File: src/rtl/mnist_sched_pkg.sv
// Shared state type and derived-size helpers for the MNIST tile scheduler.
package mnist_sched_pkg;

  typedef enum logic [2:0] {
    ST_IDLE,
    ST_ISSUE,
    ST_WAIT,
    ST_ACCUM,
    ST_ARGMAX,
    ST_DONE
  } sched_state_e;

  // Hex digit shown when a run ends in error.
  localparam logic [3:0] CLASS_IDX_ERR = 4'hF;

  // Index width of a counter spanning 0..n-1, never narrower than one bit.
  function automatic int f_clog2_min1(input int n);
    return (n <= 2) ? 1 : $clog2(n);
  endfunction

  function automatic int f_num_tiles(input int a_l, input int tile_k);
    return a_l / tile_k;
  endfunction

  function automatic int f_tile_cnt_w(input int a_l, input int tile_k);
    return f_clog2_min1(f_num_tiles(a_l, tile_k));
  endfunction

  function automatic int f_act_addr_w(input int images, input int a_l);
    return f_clog2_min1(images * a_l);
  endfunction

  function automatic int f_w_addr_w(input int a_l);
    return f_clog2_min1(a_l);
  endfunction

  // The timeout counter is loaded with TIMEOUT-1 and counts down to zero.
  function automatic int f_to_cnt_w(input int timeout);
    return f_clog2_min1(timeout);
  endfunction

endpackage

File: src/rtl/mnist_argmax_seq.sv
// Sequential signed argmax: inspects one class per cycle, ties keep the lower index.
// done_o and idx_o are valid together in the cycle the last class is inspected.
module mnist_argmax_seq
  import mnist_sched_pkg::*;
#(
  parameter int N     = 10,
  parameter int W     = 42,
  parameter int IDX_W = 4
) (
  input  logic             clk,
  input  logic             rst_n,
  input  logic             start_i,
  input  logic [N*W-1:0]   vec_i,
  output logic             done_o,
  output logic [IDX_W-1:0] idx_o
);

  logic                busy_q;
  logic [IDX_W-1:0]    cnt_q;
  logic [IDX_W-1:0]    best_idx_q;
  logic signed [W-1:0] best_q;
  logic signed [W-1:0] cur;
  logic                take;
  logic                last;

  // Select the class under inspection and decide whether it replaces the running best.
  always_comb begin
    cur    = vec_i[int'(cnt_q)*W +: W];
    last   = (cnt_q == IDX_W'(N - 1));
    take   = (cnt_q == '0) || (cur > best_q);
    done_o = busy_q && last;
    idx_o  = take ? cnt_q : best_idx_q;
  end

  // Walk the classes once per start; the first class seeds the running best.
  always_ff @(posedge clk or negedge rst_n) begin
    if (!rst_n) begin
      busy_q     <= 1'b0;
      cnt_q      <= '0;
      best_idx_q <= '0;
      best_q     <= '0;
    end else if (start_i) begin
      busy_q <= 1'b1;
      cnt_q  <= '0;
    end else if (busy_q) begin
      if (take) begin
        best_q     <= cur;
        best_idx_q <= cnt_q;
      end
      if (last) begin
        busy_q <= 1'b0;
      end else begin
        cnt_q <= cnt_q + IDX_W'(1);
      end
    end
  end

endmodule

File: src/rtl/mnist_tile_scheduler.sv
// Sequences one MNIST inference on the shared systolic array: one job per K tile,
// accumulates the partial sums, then runs a sequential argmax for the result.
//
// state     | meaning
// ST_IDLE   | waiting for the first start after reset
// ST_ISSUE  | one-cycle sa_start strobe with the tile addresses
// ST_WAIT   | waiting for sa_valid, timeout counter running
// ST_ACCUM  | add the registered partial sums into the accumulators
// ST_ARGMAX | one class per cycle through mnist_argmax_seq
// ST_DONE   | result (or error) held until the next accepted start
module mnist_tile_scheduler
  import mnist_sched_pkg::*;
#(
  parameter int DATA_WIDTH  = 16,
  parameter int ARRAY_A_L   = 784,
  parameter int ARRAY_W_L   = 10,
  parameter int TILE_K      = 16,
  parameter int ACC_WIDTH   = 2 * DATA_WIDTH + $clog2(ARRAY_A_L),
  parameter int IMAGES      = 10,
  parameter int TIMEOUT     = 1024,
  localparam int NUM_TILES  = f_num_tiles(ARRAY_A_L, TILE_K),
  localparam int TILE_CNT_W = f_tile_cnt_w(ARRAY_A_L, TILE_K),
  localparam int ACT_AW     = f_act_addr_w(IMAGES, ARRAY_A_L),
  localparam int W_AW       = f_w_addr_w(ARRAY_A_L),
  localparam int TO_CNT_W   = f_to_cnt_w(TIMEOUT)
) (
  input  logic                           clk,
  input  logic                           reset_n,
  input  logic                           start_comp,
  input  logic [3:0]                     image_num,
  output logic [ACT_AW-1:0]              act_addr,
  output logic [W_AW-1:0]                w_addr,
  output logic                           sa_start,
  input  logic                           sa_valid,
  input  logic [ARRAY_W_L*ACC_WIDTH-1:0] sa_result,
  output logic                           ready,
  output logic                           error,
  output logic [ARRAY_W_L-1:0]           classes,
  output logic [3:0]                     class_idx
);

  localparam int IDX_W = 4;
  localparam logic [ACT_AW-1:0] IMG_STRIDE  = ACT_AW'(ARRAY_A_L);
  localparam logic [ACT_AW-1:0] ACT_STEP    = ACT_AW'(TILE_K);
  localparam logic [W_AW-1:0]   W_STEP      = W_AW'(TILE_K);
  localparam logic [TO_CNT_W-1:0] TO_LOAD   = TO_CNT_W'(TIMEOUT - 1);
  localparam logic [TILE_CNT_W-1:0] TILE_LAST = TILE_CNT_W'(NUM_TILES - 1);

  sched_state_e state_q, state_d;

  logic btn_meta_q, btn_sync_q, btn_prev_q;
  logic start_evt, accept, img_bad, last_tile, timeout_hit, argmax_fin;

  logic [TILE_CNT_W-1:0] tile_q;
  logic [TO_CNT_W-1:0]   to_cnt_q;
  logic [ACT_AW-1:0]     act_addr_q;
  logic [W_AW-1:0]       w_addr_q;

  logic [ARRAY_W_L-1:0][ACC_WIDTH-1:0] part_q;
  logic [ARRAY_W_L-1:0][ACC_WIDTH-1:0] acc_q;

  logic                 ready_q, error_q;
  logic [ARRAY_W_L-1:0] classes_q;
  logic [3:0]           class_idx_q;

  logic             am_start, am_done;
  logic [IDX_W-1:0] am_idx;

  // Button synchroniser; idle level is high so reset release never looks like a press.
  always_ff @(posedge clk or negedge reset_n) begin
    if (!reset_n) begin
      btn_meta_q <= 1'b1;
      btn_sync_q <= 1'b1;
      btn_prev_q <= 1'b1;
    end else begin
      btn_meta_q <= start_comp;
      btn_sync_q <= btn_meta_q;
      btn_prev_q <= btn_sync_q;
    end
  end

  assign start_evt   = btn_prev_q && !btn_sync_q;
  assign accept      = start_evt && ((state_q == ST_IDLE) || (state_q == ST_DONE));
  assign img_bad     = (int'(image_num) >= IMAGES);
  assign last_tile   = (tile_q == TILE_LAST);
  assign timeout_hit = (state_q == ST_WAIT) && !sa_valid && (to_cnt_q == '0);
  assign argmax_fin  = (state_q == ST_ARGMAX) && am_done;

  // FSM state register.
  always_ff @(posedge clk or negedge reset_n) begin
    if (!reset_n) begin
      state_q <= ST_IDLE;
    end else begin
      state_q <= state_d;
    end
  end

  // FSM next-state logic.
  always_comb begin
    state_d = state_q;
    case (state_q)
      ST_IDLE, ST_DONE: begin
        if (accept) begin
          state_d = img_bad ? ST_DONE : ST_ISSUE;
        end
      end
      ST_ISSUE: state_d = ST_WAIT;
      ST_WAIT: begin
        if (sa_valid) begin
          state_d = ST_ACCUM;
        end else if (timeout_hit) begin
          state_d = ST_DONE;
        end
      end
      ST_ACCUM:  state_d = last_tile ? ST_ARGMAX : ST_ISSUE;
      ST_ARGMAX: begin
        if (am_done) begin
          state_d = ST_DONE;
        end
      end
      default: state_d = ST_IDLE;
    endcase
  end

  // FSM outputs: job strobe and argmax kick-off on the last accumulate.
  always_comb begin
    sa_start = 1'b0;
    am_start = 1'b0;
    case (state_q)
      ST_ISSUE: sa_start = 1'b1;
      ST_ACCUM: am_start = last_tile;
      default: ;
    endcase
  end

  // Tile index, address generation and per-tile timeout down-counter.
  always_ff @(posedge clk or negedge reset_n) begin
    if (!reset_n) begin
      tile_q     <= '0;
      to_cnt_q   <= '0;
      act_addr_q <= '0;
      w_addr_q   <= '0;
    end else if (accept) begin
      tile_q <= '0;
      if (!img_bad) begin
        act_addr_q <= ACT_AW'(image_num) * IMG_STRIDE;
        w_addr_q   <= '0;
      end
    end else begin
      case (state_q)
        ST_ISSUE: to_cnt_q <= TO_LOAD;
        ST_WAIT: begin
          if (!sa_valid && (to_cnt_q != '0)) begin
            to_cnt_q <= to_cnt_q - TO_CNT_W'(1);
          end
        end
        ST_ACCUM: begin
          if (!last_tile) begin
            tile_q     <= tile_q + TILE_CNT_W'(1);
            act_addr_q <= act_addr_q + ACT_STEP;
            w_addr_q   <= w_addr_q + W_STEP;
          end
        end
        default: ;
      endcase
    end
  end

  // Partial-sum capture and wrapping accumulation.
  always_ff @(posedge clk or negedge reset_n) begin
    if (!reset_n) begin
      part_q <= '0;
      acc_q  <= '0;
    end else if (accept) begin
      acc_q <= '0;
    end else if ((state_q == ST_WAIT) && sa_valid) begin
      part_q <= sa_result;
    end else if (state_q == ST_ACCUM) begin
      for (int i = 0; i < ARRAY_W_L; i++) begin
        acc_q[i] <= acc_q[i] + part_q[i];
      end
    end
  end

  // Result and status registers; held between runs, cleared by a good start.
  always_ff @(posedge clk or negedge reset_n) begin
    if (!reset_n) begin
      ready_q     <= 1'b0;
      error_q     <= 1'b0;
      classes_q   <= '0;
      class_idx_q <= '0;
    end else if (accept) begin
      ready_q <= img_bad;
      error_q <= img_bad;
      if (img_bad) begin
        classes_q   <= '0;
        class_idx_q <= CLASS_IDX_ERR;
      end
    end else if (timeout_hit) begin
      ready_q     <= 1'b1;
      error_q     <= 1'b1;
      classes_q   <= '0;
      class_idx_q <= CLASS_IDX_ERR;
    end else if (argmax_fin) begin
      ready_q     <= 1'b1;
      classes_q   <= ARRAY_W_L'(1) << am_idx;
      class_idx_q <= am_idx;
    end
  end

  mnist_argmax_seq #(
    .N     (ARRAY_W_L),
    .W     (ACC_WIDTH),
    .IDX_W (IDX_W)
  ) u_argmax (
    .clk     (clk),
    .rst_n   (reset_n),
    .start_i (am_start),
    .vec_i   (acc_q),
    .done_o  (am_done),
    .idx_o   (am_idx)
  );

  assign act_addr  = act_addr_q;
  assign w_addr    = w_addr_q;
  assign ready     = ready_q;
  assign error     = error_q;
  assign classes   = classes_q;
  assign class_idx = class_idx_q;

endmodule

File: config.mk
export PLATFORM = sky130hd
export DESIGN_NAME = mnist_tile_scheduler
export DESIGN_NICKNAME = d
export VERILOG_FILES = /design/src/rtl/mnist_sched_pkg.sv /design/src/rtl/mnist_argmax_seq.sv /design/src/rtl/mnist_tile_scheduler.sv
export SDC_FILE = /design/constraint.sdc
export NUM_CORES = 2
export LEC_CHECK = 0
export CORE_UTILIZATION = 50
export CTS_CLUSTER_DIAMETER = 200
export DETAILED_ROUTE_END_ITERATION = 16
export GPL_TIMING_DRIVEN = 0
export PLACE_DENSITY = 0.78
export SLEW_MARGIN = 20
export SYNTH_ARGS = -nofsm -noshare
export SYNTH_HDL_FRONTEND = slang
export SYNTH_SLANG_ARGS = --single-unit
File: constraint.sdc
create_clock -name clk -period 5.75 [get_ports clk]
set_input_delay 1.15 -clock clk [delete_from_list [all_inputs] [get_ports clk]]
set_output_delay 1.15 -clock clk [all_outputs]
set_load 0.05 [all_outputs]
* Word-level counts from Yosys, hierarchy flattened
Cells that the tools add are included.
** Word-level totals
- Register bits :: 952
- Bits in latches :: 0
- Bits in writable memories :: 0
- Memory bits (read-only) :: 0
- Output and inout bits :: 40
- Logic and storage cells :: 152
- Memories kept :: 0
** Operators by class
- Add/sub/neg operators :: 15
- Multiply operators :: 2
- Divide/modulo/power cells :: 0
- Order comparisons :: 2
- Equal/unequal tests :: 16
- Shift-type cells :: 2
- Muxes and demuxes :: 45
- Bitwise logic cells :: 2
- Reductions and logical operators :: 32
** Operators with widths (count)
- two-way mux 420 bit :: 3
- adder 42 bit :: 10
- indexed part select 420 x 32 -> 42 bit :: 1
- two-way mux 10 bit :: 9
- two-way mux 13 bit :: 4
- greater-than comparator 42 bit :: 1
- two-way mux 4 bit :: 8
- case mux 10 bit (2 select lines) :: 1
- two-way mux 3 bit :: 6
- two-way mux 6 bit :: 3
- case mux 3 bit (5 select lines) :: 1
- adder 13 x 5 -> 13 bit (second input constant) :: 1
- != test 2 bit (second input constant) :: 6
- AND reduction 2 bit :: 6
- AND reduction 3 bit :: 4
- adder 10 x 5 -> 10 bit (second input constant) :: 1
- zero test 10 bit :: 1
- two-way mux 1 bit :: 10
- nonzero test 10 bit :: 1
- left shift 1 x 4 -> 10 bit (first input constant) :: 1
- subtractor 10 x 1 -> 10 bit (second input constant) :: 1
- multiplier 4 x 5 -> 9 bit (second input constant) :: 1
- multiplier 4 x 6 -> 9 bit (second input constant) :: 1
- logical AND 1 bit :: 8
- other kinds (18) :: 27

* Depth between registers and ports, before layout
- Depth in word-level cells :: 9
- Gate-level depth with buffers :: 20
- Mapped depth without buffers :: 15

* Cells and area by module
From an unflattened synthesis, not the netlist that was laid out.
** Second synthesis, totals
- Cells, all modules :: 5929
- Area, all modules :: 59465.8 µm²
** By module, submodules not included
- mnist_tile_scheduler :: times used 1, cells an instance 5385, area an instance 53119.7 µm², sequential area each 22350.2 µm²
- mnist_argmax_seq :: times used 1, cells an instance 544, area an instance 6346.1 µm², sequential area each 1276.2 µm²

* Worst setup path after synthesis
No wires, ideal clock.
- Kind :: register to register
- Start :: register u_argmax.cnt_q[0]
- End :: register u_argmax.best_idx_q[0]
- Setup time :: 0.125 ns
- Data arrival time :: 4.623 ns
- Required time :: 5.625 ns
- Setup slack :: 1.002 ns
- Stages on the path, launching flop included :: 19
- Buffers on the path :: 5
- Period minus slack after synthesis :: 4.748 ns
- Path through :: dfrtp_1 -> clkbuf_1 -> clkbuf_1 -> clkbuf_1 -> buf_1 -> mux2i_1 -> o22ai_1 -> ha_1 -> nor2b_1 -> o21a_1 -> o21a_1 -> o21a_1 -> o21ai_0 -> nand3_1 -> a221o_1 -> mux2_2 -> a21oi_2 -> buf_4 -> mux2_2
** Between the ends
- Cells in the longest elaborated chain, start to end :: 5
- Elaborated cells between the ends (all ways) :: 6
- Classes of those cells :: mul (1); order compare (1); shift (1); mux (1); reduce/logical (2)
** Ends and longest elaborated chain
- start: declaration :: line mnist_argmax_seq.sv:19 : logic [IDX_W-1:0] cnt_q;
- start signal: assignment :: line mnist_argmax_seq.sv:53 : cnt_q <= cnt_q + IDX_W'(1);
- multiplier 4 x 5 -> 9 bit :: line mnist_argmax_seq.sv:28 : cur = vec_i[int'(cnt_q)*W +: W];
- indexed part select 420 x 32 -> 42 bit :: line mnist_argmax_seq.sv:28
- net u_argmax.cur[1] :: line mnist_argmax_seq.sv:22 : logic signed [W-1:0] cur;
- greater-than comparator 42 bit :: line mnist_argmax_seq.sv:30 : take = (cnt_q == '0) || (cur > best_q);
- logical OR 1 bit :: line mnist_argmax_seq.sv:30
- two-way mux 4 bit
- end signal: assignment :: line mnist_argmax_seq.sv:48 : best_idx_q <= cnt_q;
- end: declaration :: line mnist_argmax_seq.sv:20 : logic [IDX_W-1:0] best_idx_q;
The timed path passes the listed nets, and every way through them passes these cells.
A chain may end at the register's enable or synchronous reset.

* Final worst setup path
- Start :: register u_argmax.cnt_q[0]
- End :: register u_argmax.best_q[36]
** Between the ends
- Cells in the longest elaborated chain, start to end :: 5
- Elaborated cells between the ends (all ways) :: 6
- Classes of those cells :: mul (1); order compare (1); shift (1); reduce/logical (3)
** Ends and longest elaborated chain
- multiplier 4 x 5 -> 9 bit :: line mnist_argmax_seq.sv:28
- indexed part select 420 x 32 -> 42 bit :: line mnist_argmax_seq.sv:28
- net u_argmax.cur[30] :: line mnist_argmax_seq.sv:22
- greater-than comparator 42 bit :: line mnist_argmax_seq.sv:30
- logical OR 1 bit :: line mnist_argmax_seq.sv:30
- AND reduction 3 bit (no source line)
- end signal: assignment :: line mnist_argmax_seq.sv:47 : best_q <= cur;
- end: declaration :: line mnist_argmax_seq.sv:21 : logic signed [W-1:0] best_q;
The timed path passes the listed nets, and every way through them passes these cells.

==> impl_metrics.py <==
metrics = {
    "worst_setup_path": {
        "startpoint": "u_argmax.cnt_q[0]$_DFFE_PN0P_",
        "arrival_ns": 6.28,
        "crit_path_end_kind": "register",
        "crit_type": "register to register",
        "cp_max_fo": 10,
        "ff2ff_path_depth": 19,
        "r2r_start": "u_argmax.cnt_q[0]$_DFFE_PN0P_",
        "worstPathRequired_ns": 6.38,
        "crit_path_top_delay_cell": "buf_2",
        "max_stage_delay_ns": 0.51,
        "worstSetupStartpointType": "register",
        "path_cells": "clkbuf_4 > clkbuf_2 > buf_2 > mux2i_1 > o22ai_1 > ha_1 > a21o_1 > a21o_1 > a21oi_1 > nor2_1 > a211oi_1 > o21ai_0 > a221o_1 > mux2_2 > a21oi_4 > buf_4 > buf_2 > nand2_1 > o21ai_0",
    },
    "route": {
        "drt_iter0_markers": 5493,
        "wirelength_um": 208000,
        "wl_per_cell_um": 25.0,
        "drc": 0,
        "top_layer": "met5",
        "wl_met3_um": 21200,
        "ant_nets": 0,
        "dr_wl_met2_um": 89000,
        "via_per_inst": 6.24,
        "vias": 51900,
        "met1_length_um": 84700,
        "firstDrtPassIters": 6,
    },
    "floorplanning": {
        "die_w_um": 348,
        "core.rowCount": 126,
        "core_area_um2": 118000,
        "dieArea_um2": 121000,
        "initial_core_util": 0.506,
        "dieHeight_um": 348,
        "ioPinCount": 468,
    },
    "clock_network": {
        "cts-root-buf": "clkbuf_16",
        "cts_setup_buffers": 0,
        "cts_tree": "yes",
        "clk_path_buf_depth": 3,
        "path_clk_slew_ns": 0.06,
        "cts_buffers": 105,
        "cts.sinks": 944,
        "h-tree-depth": 3,
        "worstSkewPairLatency_ns": 0.74,
        "ctsHoldBuffers": 0,
    },
    "timing": {
        "fin_ws_ns": 0.0955,
        "fmax_ghz": 0.177,
        "worst_pin_slew_ns": 1.23,
        "rsz0062_at_grt": "false",
        "relSlewSlack": 0.178,
        "hold_viol": 0,
        "drv_slew": 0,
        "tns_ns": 0,
        "finalCritPeriodShare": 0.983,
        "skew_ns": 0.0489,
        "setup-violations-final": 0,
        "finalCriticalPeriod_ns": 5.65,
    },
    "global_route": {
        "gr-usage-all-layers": 0.339,
        "grt_max_degree": 136,
        "grt_pass1_vias": 49600,
        "grt_first_pass_wirelength_um": 309000,
        "antenna_found_initial": 13,
        "overflow": 0,
    },
    "place": {
        "gp_congestion": 1.03,
        "port_buffers": 459,
        "place_ws_ns": -1.07,
        "dp_hpwl_um": 162000,
    },
    "job": {
        "drv_cap": 0,
    },
    "power": {
        "power_density_nw_per_um2": 670,
        "ir_drop_uv": 373,
        "leakagePower_nw": 31.4,
    },
    "logic_synthesis": {
        "postSynthAreaPerCell_um2": 9.93,
        "yosysUniqueCellTypes": 98,
        "ys_warn_count": 0,
        "ys_seq_elements": 944,
        "ys.flop_type": "dfrtp_1",
        "synthCells": 6035,
        "syn_area_um2": 59900,
        "async_flop_share": 1.00,
        "ys_seq_area_frac": 0.394,
        "synth_edf_count": 0,
    },
    "final_layout": {
        "nets": 7521,
        "drive_above_1_share": 0.119,
        "syn_to_final_growth_pct": 18.0,
        "n_fill_cell": 9777,
    },
    "hold_path": {
        "whs_path_depth": 0,
        "hold_class": "register to register",
        "worstHoldStart": "btn_meta_q$_DFF_PN1_",
    },
    "outcome": {
        "outcome": "completed",
    },
}
## cell type report
class	instances	area, µm²	area share
antenna	3	7.51	0.000106
buffer	248	1090	0.0154
clock buffer	143	3010	0.0426
clock inverter	50	841	0.0119
inverter	157	589	0.00833
multi-input combinational	4692	34700	0.491
sequential	944	23600	0.334
tap	1600	2000	0.0283
timing repair buffer	467	4820	0.0681
## final timing paths
check	endpoint	slack (ns)
max reg2reg	u_argmax.best_q[36]$_DFFE_PN0P_	0.1
min reg2reg	btn_sync_q$_DFF_PN1_	0.35
max in group asynchronous	part_q[400]$_DFFE_PN0P_	3.61
min in group asynchronous	part_q[142]$_DFFE_PN0P_	0.40
min	btn_sync_q$_DFF_PN1_	0.35
max	u_argmax.best_q[36]$_DFFE_PN0P_	0.1
## sequential cells by signal, summed over array words and instances (netlist names), 6 cells and up
register / count
act_addr: 9
tile_q: 6
u_argmax.best_q: 42
part_q: 420
acc_q: 420
w_addr: 6
to_cnt_q: 10
classes: 10
## what timing repair did
| action | in CTS | in global routing |
|---|---|---|
| resized for setup | 22 | 30 |
| endpoints found under the setup margin | 60 | 56 |
| hold endpoints to repair | 0 | 0 |
## cells in the final DEF, fill, tap and decap left out, types with 61 or more instances in the layout
cell type / instances
dfrtp_1: 940
nand2_1: 647
o21ai_0: 646
ha_1: 468
clkdlybuf4s50_1: 458
mux2_2: 413
a21oi_1: 373
nor2_1: 257
a21o_1: 236
clkbuf_1: 203
xnor2_1: 185
xor2_1: 163
inv_1: 157
clkbuf_16: 107
mux2i_1: 98
nand3_1: 95
mux4_2: 84
nand2b_1: 73
a211oi_1: 63
nor3_1: 63
o22ai_1: 61
## cells by family (layout without fill, tap and decap cells)
group | after synthesis | after routing | share of synthesized area
muxes | 598 | 598 | 0.126
and+or+nand+nor | 1421 | 1421 | 0.109
DFF | 944 | 944 | 0.394
AOI/OAI and AO/OA | 1838 | 1838 | 0.191
buffers and inverters | 406 | 1065 | 0.0272
adders and majority gates | 479 | 479 | 0.101
other | 1 | 11 | 0.0000626
xor gates and xnor gates | 348 | 348 | 0.0509
## synth_stat cells, types with 57 or more instances
cell        n  share of area
o22ai_1    61         0.0064
xor2_1    163          0.024
xnor2_1   185          0.027
o21ai_0   646          0.054
nand2b_1   73         0.0076
nor3_1     63         0.0053
inv_1     157         0.0098
dfrtp_1   941           0.39
o21a_1     57         0.0071
a21o_1    236          0.030
nand2_1   647          0.041
clkbuf_1  208          0.013
nand3_1    95         0.0079
mux2_2    413          0.078
a211oi_1   63         0.0079
mux4_2     84          0.032
ha_1      468          0.098
a21oi_1   373          0.031
nor2_1    257          0.016
mux2i_1   101          0.017
## critical path, delay by kind of cell, from the launching register on
kind,cells,cell delay [ns]
AOI/OAI and AO/OA,9,1.82
adders and majority gates,1,0.25
buffers and inverters,5,1.92
DFF,1,0.50
muxes,2,0.91
and+or+nand+nor,2,0.14
## report_power, final
group	switching (mW)	total [mW]	internal [mW]
clock	2.98	7.58	4.61
combinational	15.5	26.8	11.3
sequential	3.33	13.0	9.65
total	21.8	47.4	25.6
## layer usage
metal,up-vias,GRT usage
met2,2562,0.505
li1,23300,-
met3,515,0.0776
met1,25400,0.458
met5,-,0
met4,10,0.180
## per-stage QoR
step | total power [mW] | area (µm²) | hold slack, ns | utilization | instances
floorplan | 30.9 | 60000 | 0.345 | - | 6042
detailed placement | 38.9 | 66800 | 0.349 | 0.564 | 8109
CTS | 46.7 | 70700 | 0.357 | 0.597 | 8301
finish | 47.4 | 70700 | 0.352 | 0.597 | 8304
global placement | 38.1 | 66600 | 0.347 | 0.562 | 8101
global route | 50.3 | 70700 | 0.355 | 0.597 | 8302
(Power assumes the default switching activity.)
